==> src/rtl/pal_cfg_loader.sv <==
`default_nettype none
// ============================================================================
// Module   : pal_cfg_loader
// Purpose  : Accepts the PAL configuration bitstream as bytes over a
//            valid/ready handshake and serialises it LSB-first onto the PAL's
//            one-bit CFG input. It gives one CFG_SHIFT strobe per bit, then a
//            one-cycle CFG_APPLY (PAL EN), then a one-cycle DONE.
// Ports    : CLK, RES (async, active-high)
//            START, ABORT              - frame control
//            DATA_IN[7:0], DATA_VALID  - byte source
//            DATA_READY                - byte accepted this cycle
//            CFG_DATA, CFG_SHIFT       - serial bit + bit-valid strobe
//            CFG_APPLY                 - commit strobe
//            BUSY, DONE                - status
// Revision : 1.0 - initial release
// ============================================================================
module pal_cfg_loader #(
  parameter int CFG_BITS = 280
) (
  input  logic       CLK,
  input  logic       RES,
  input  logic       START,
  input  logic       ABORT,
  input  logic [7:0] DATA_IN,
  input  logic       DATA_VALID,
  output logic       DATA_READY,
  output logic       CFG_DATA,
  output logic       CFG_SHIFT,
  output logic       CFG_APPLY,
  output logic       BUSY,
  output logic       DONE
);

  localparam int NUM_BYTES = (CFG_BITS + 7) / 8;
  localparam int c_BIT_W   = $clog2(CFG_BITS + 1);
  localparam int c_BYTE_W  = $clog2(NUM_BYTES + 1);

  localparam logic [c_BIT_W-1:0]  c_LAST_BIT  = c_BIT_W'(CFG_BITS);
  localparam logic [c_BYTE_W-1:0] c_LAST_BYTE = c_BYTE_W'(NUM_BYTES);

  typedef enum logic [2:0] {
    S_IDLE   = 3'd0,
    S_WAIT   = 3'd1,
    S_SHIFT  = 3'd2,
    S_APPLY  = 3'd3,
    S_FINISH = 3'd4
  } state_t;

  state_t                r_state, w_state_nxt;
  logic [c_BIT_W-1:0]    r_bit_cnt, w_bit_cnt_nxt;
  logic [c_BYTE_W-1:0]   r_byte_cnt, w_byte_cnt_nxt;
  logic [6:0]            r_sreg, w_sreg_nxt;
  logic                  r_ready, w_ready_nxt;
  logic                  r_cfg_data, w_cfg_data_nxt;
  logic                  r_cfg_shift, w_cfg_shift_nxt;
  logic                  r_apply, w_apply_nxt;
  logic                  r_busy, w_busy_nxt;
  logic                  r_done, w_done_nxt;

  // Low three bits of the bit counter give the position within the current
  // byte; a zero there (with the counter non-zero) means a byte boundary.
  logic [2:0] w_bit_lo;
  logic       w_last_bit;

  assign w_bit_lo   = 3'(r_bit_cnt);
  assign w_last_bit = (r_bit_cnt == c_LAST_BIT);

  // All outputs are registered: the combinational block computes the value
  // each output takes in the *next* state, so output and state move together.
  always_comb begin
    w_state_nxt     = r_state;
    w_bit_cnt_nxt   = r_bit_cnt;
    w_byte_cnt_nxt  = r_byte_cnt;
    w_sreg_nxt      = r_sreg;
    w_cfg_data_nxt  = r_cfg_data;
    w_ready_nxt     = 1'b0;
    w_cfg_shift_nxt = 1'b0;
    w_apply_nxt     = 1'b0;
    w_busy_nxt      = 1'b0;
    w_done_nxt      = 1'b0;

    if (ABORT) begin
      // Abort outranks everything, including START in IDLE.
      w_state_nxt = S_IDLE;
    end else begin
      case (r_state)
        S_IDLE: begin
          if (START) begin
            w_state_nxt    = S_WAIT;
            w_bit_cnt_nxt  = '0;
            w_byte_cnt_nxt = '0;
            w_ready_nxt    = 1'b1;
            w_busy_nxt     = 1'b1;
          end
        end

        S_WAIT: begin
          w_busy_nxt = 1'b1;
          // The byte-count guard keeps the counter from wrapping even if the
          // frame bookkeeping were ever disturbed.
          if (DATA_VALID && (r_byte_cnt != c_LAST_BYTE)) begin
            // First bit leaves on the handshake edge; the rest queue up.
            w_state_nxt     = S_SHIFT;
            w_cfg_data_nxt  = DATA_IN[0];
            w_sreg_nxt      = DATA_IN[7:1];
            w_cfg_shift_nxt = 1'b1;
            w_bit_cnt_nxt   = r_bit_cnt + c_BIT_W'(1);
            w_byte_cnt_nxt  = r_byte_cnt + c_BYTE_W'(1);
          end else begin
            w_ready_nxt = 1'b1;
          end
        end

        S_SHIFT: begin
          w_busy_nxt = 1'b1;
          if (w_last_bit) begin
            // Partial last byte: remaining upper bits are simply dropped.
            w_state_nxt = S_APPLY;
            w_apply_nxt = 1'b1;
          end else if (w_bit_lo == 3'd0) begin
            w_state_nxt = S_WAIT;
            w_ready_nxt = 1'b1;
          end else begin
            w_cfg_data_nxt  = r_sreg[0];
            w_sreg_nxt      = {1'b0, r_sreg[6:1]};
            w_cfg_shift_nxt = 1'b1;
            w_bit_cnt_nxt   = r_bit_cnt + c_BIT_W'(1);
          end
        end

        S_APPLY: begin
          w_state_nxt = S_FINISH;
          w_busy_nxt  = 1'b1;
          w_done_nxt  = 1'b1;
        end

        S_FINISH: begin
          w_state_nxt = S_IDLE;
        end

        default: begin
          w_state_nxt = S_IDLE;
        end
      endcase
    end
  end

  always_ff @(posedge CLK or posedge RES) begin
    if (RES) begin
      r_state     <= S_IDLE;
      r_bit_cnt   <= '0;
      r_byte_cnt  <= '0;
      r_sreg      <= '0;
      r_ready     <= 1'b0;
      r_cfg_data  <= 1'b0;
      r_cfg_shift <= 1'b0;
      r_apply     <= 1'b0;
      r_busy      <= 1'b0;
      r_done      <= 1'b0;
    end else begin
      r_state     <= w_state_nxt;
      r_bit_cnt   <= w_bit_cnt_nxt;
      r_byte_cnt  <= w_byte_cnt_nxt;
      r_sreg      <= w_sreg_nxt;
      r_ready     <= w_ready_nxt;
      r_cfg_data  <= w_cfg_data_nxt;
      r_cfg_shift <= w_cfg_shift_nxt;
      r_apply     <= w_apply_nxt;
      r_busy      <= w_busy_nxt;
      r_done      <= w_done_nxt;
    end
  end

  assign DATA_READY = r_ready;
  assign CFG_DATA   = r_cfg_data;
  assign CFG_SHIFT  = r_cfg_shift;
  assign CFG_APPLY  = r_apply;
  assign BUSY       = r_busy;
  assign DONE       = r_done;

endmodule
`default_nettype wire
==> config.mk <==
export PLATFORM = sky130hd
export DESIGN_NAME = pal_cfg_loader
export DESIGN_NICKNAME = d
export VERILOG_FILES = /design/src/rtl/pal_cfg_loader.sv
export SDC_FILE = /design/constraint.sdc
export NUM_CORES = 1
export LEC_CHECK = 0
export CORE_MARGIN = 2
export CORE_UTILIZATION = 55
export CTS_BUF_LIST = sky130_fd_sc_hd__clkbuf_8
export DETAILED_ROUTE_END_ITERATION = 10
export GPL_TIMING_DRIVEN = 0
export PLACE_DENSITY = 0.8
export SLEW_MARGIN = 30
export SYNTH_ARGS = -nofsm -noshare
export SYNTH_HDL_FRONTEND = slang
export SYNTH_SLANG_ARGS = --single-unit
==> constraint.sdc <==
create_clock -name CLK -period 4 [get_ports CLK]
set_clock_uncertainty 0.2 [all_clocks]
set_input_delay 0.8 -clock CLK [delete_from_list [all_inputs] [get_ports CLK]]
set_output_delay 0.8 -clock CLK [all_outputs]
set_load 0.01 [all_outputs]
==> flow_summary.yaml <==
placed_design:
  gp_congestion: 0.778
  hpwlAfterDp_um: 2590
  preCtsSetupSlack_ps: 757
  io_buffers: 18
  place_area_sq_mm: 0.00194
setup_path:
  required_ps: 3970
  critPathLaunchType: "input pin"
  r2r-start: "r_byte_cnt[0]$_DFFE_PP0P_"
  criticalPathCategory: "in -> reg"
  crit_arrival_ps: 2960
  ff2ff_setup_slack_ps: 1530
  worst_path_dominant_cell_family: "buffers and inverters"
  crit_fanout: 10
  crit_cells: 7
  crit_path_end_kind: "flop"
  max_stage_delay_ps: 670
  crit_path_cell_trace: "clkdlybuf4s50_1 > or2_1 > buf_6 > a2111oi_4 > nor2_2 > inv_6 > mux2_4"
  path_buf_inv: 3
  slowest_stage: "a2111oi_4"
  ff2ff_path_depth: 6
  rr_endpoint: "r_sreg[1]$_DFFE_PP0P_"
drt:
  drt-vias-per-instance: 6.12
  dr.pass1.iters: 4
  finalWirelength_um: 3610
  drc: 0
  final_antenna_net_count: 0
  avgRoutedWirePerCell_um: 16.1
  drt_iter0_markers: 74
  vias: 1378
synth:
  ys_warn_count: 0
  synth_cells: 167
  synthTopCellsByArea: "dfrtp_1 (45%), mux2_4 (6.1%), mux2_2 (5.9%), nand3_1 (2.9%), o21ai_0 (2.6%)"
  synth_cell_types: 38
  synth_area_per_cell_sq_um: 10.3
  synth.yosys.seq_area_share_pct: 45.1
  synth_area_sq_mm: 0.00172
  synth_top_area_cell: "dfrtp_1"
  synth_top_area_share_pct: 45.1
  synth-seq-cells: 31
  syn_nets: 183
floorplanning:
  dieWidth_um: 59.9
  core_sq_mm: 0.00300
  die_area_sq_mm: 0.00359
  start_util_pct: 57.3
  ios: 19
  placementRows: 20
  die_h_um: 59.9
finish:
  fin_area_sq_mm: 0.00203
  fin_nets: 208
  area_growth_pct: 18.0
  layout_common_cells: "dfrtp_1 (31), clkdlybuf4s50_1 (18), inv_1 (11), nor2_1 (11), nand3_1 (10)"
  final_common_cell: "dfrtp_1"
  drive_gt1_share_pct: 15.6
  final_util_pct: 67.6
  diodes: 0
power:
  power_uw: 1040
  power_density_mw_per_mm2: 513
  p_leak_uw: 0.000873
  ir_drop_mv: 0.348
min_path:
  hp-start: "r_bit_cnt[6]$_DFFE_PP0P_"
  hold_end: "CFG_APPLY$_DFF_PP0_"
  holdCritPathClass: "reg -> reg"
  whs_path_depth: 1
clocking:
  tritoncts: "done"
  holdBufCountCts: 0
  clockBufferDepth: 2
  cts_sinks: 31
  h-tree-depth: 2
  cts_root_buffer: "clkbuf_8"
  ctsResizeCount: 0
  insertion_delay_ps: 290
  cts_buffers: 5
  cts_setup_buffers: 0
  path_clk_slew_ps: 60
sta:
  worst_slew_pin_slew_ps: 807
  setup_ws_ps: 1000
  final-max-slew-violation-count: 0
  setup_violations: 0
  slew_headroom_pct: 45.8
  rsz0062_at_grt: "false"
  setup_tns_ps: 0
  clock.fmax_mhz: 334
  post-route-period-util_pct: 74.9
  hold_violations: 0
  fin_crit_ps: 3000
global_routing:
  grt_pass1_vias: 1362
  grt_use_total_pct: 23.4
  antenna_found_initial: 0
  overflow: 0
  grt_max_degree: 32
  grt_pass1_wl_um: 6110
job:
  maxCapViolCount: 0
run_status:
  status: "finished clean"
[report_power, final]
part           switching, uW  internal (uW)  leakage (uW)  total (uW)
combinational            147            162      0.000422         309
sequential              77.5            406      0.000404         483
clock                    114            135     0.0000470         249
total                    339            702      0.000873        1040
[synthesized netlist by cell type, drive strengths merged]
cell type   n
dfrtp      31
nand2       9
xnor2       1
nand4b      2
nor2       12
o21a        2
and2        2
o211ai      2
or3         3
buf         2
nor2b       3
mux2       16
clkbuf      3
inv        13
nand3b      3
o31ai       2
mux2i       2
a22oi       6
o31a        5
a2111oi     1
nand2b      2
nor3        6
o221ai      1
nand3      10
a211oi      1
a22o        3
and3        2
a21oi       4
nor4        3
o21bai      1
or2         1
a21o        1
o21ai       9
ha          3
[cell type report]
cell class	count	area, sq um
fillers	245	973
multi-input cells	118	863
flip-flops and latches	31	776
repair buffers	18	180
clock buffers	6	82.6
inverters	13	53.8
well taps	33	41.3
plain buffers	5	27.5
clock inverters	1	5.00
[worst max-delay path by stage]
stage	start	endpoint	slack, ps
after floorplan	ABORT	CFG_DATA$_DFFE_PP0P_	1500
after global placement	ABORT	r_sreg[3]$_DFFE_PP0P_	750
after detailed placement	ABORT	r_sreg[4]$_DFFE_PP0P_	760
after CTS	ABORT	r_sreg[1]$_DFFE_PP0P_	1020
after global routing	ABORT	r_sreg[1]$_DFFE_PP0P_	900
final	ABORT	r_sreg[1]$_DFFE_PP0P_	1000
[cell families (layout without fill, tap and decap cells)]
kind of cell    count (synthesis)  count (layout)  synth area share [%]
compound gates                 38              38                  16.8
xor+xnor                        1               1                 0.509
fa+ha+maj                       3               3                  2.18
buf+inv                        18              43                  4.73
flops                          31              31                  45.1
mux                            18              18                  13.2
simple gates                   58              58                  17.5
[per-layer routing]
metal | share of wire, % | routed length, um | global-route usage, % | vias to the layer above
met5 | 0 | 0 | 0 | -
met4 | 2.0 | 71 | 12.1 | 0
met3 | 4.5 | 163 | 3.90 | 7
met2 | 49 | 1790 | 37.4 | 43
met1 | 44 | 1590 | 30.3 | 671
li1 | - | - | - | 657
[per-stage QoR]
| step | hold WS (ps) | std cells |
|---|---|---|
| global route | 311 | 225 |
| finish | 284 | 225 |
| global placement | 275 | 218 |
| CTS | 283 | 225 |
| floorplan | 252 | 167 |
| detailed placement | 282 | 218 |
[state kept, by name, indices dropped and copies added, names as in the netlist]
| name | count |
|---|---|
| r_bit_cnt | 9 |
| r_sreg | 7 |
| r_byte_cnt | 6 |
| r_state | 3 |
| BUSY | 1 |
| CFG_APPLY | 1 |
| CFG_DATA | 1 |
| CFG_SHIFT | 1 |
| DATA_READY | 1 |
| DONE | 1 |
Note: power is estimated with default switching activity, not from simulation.
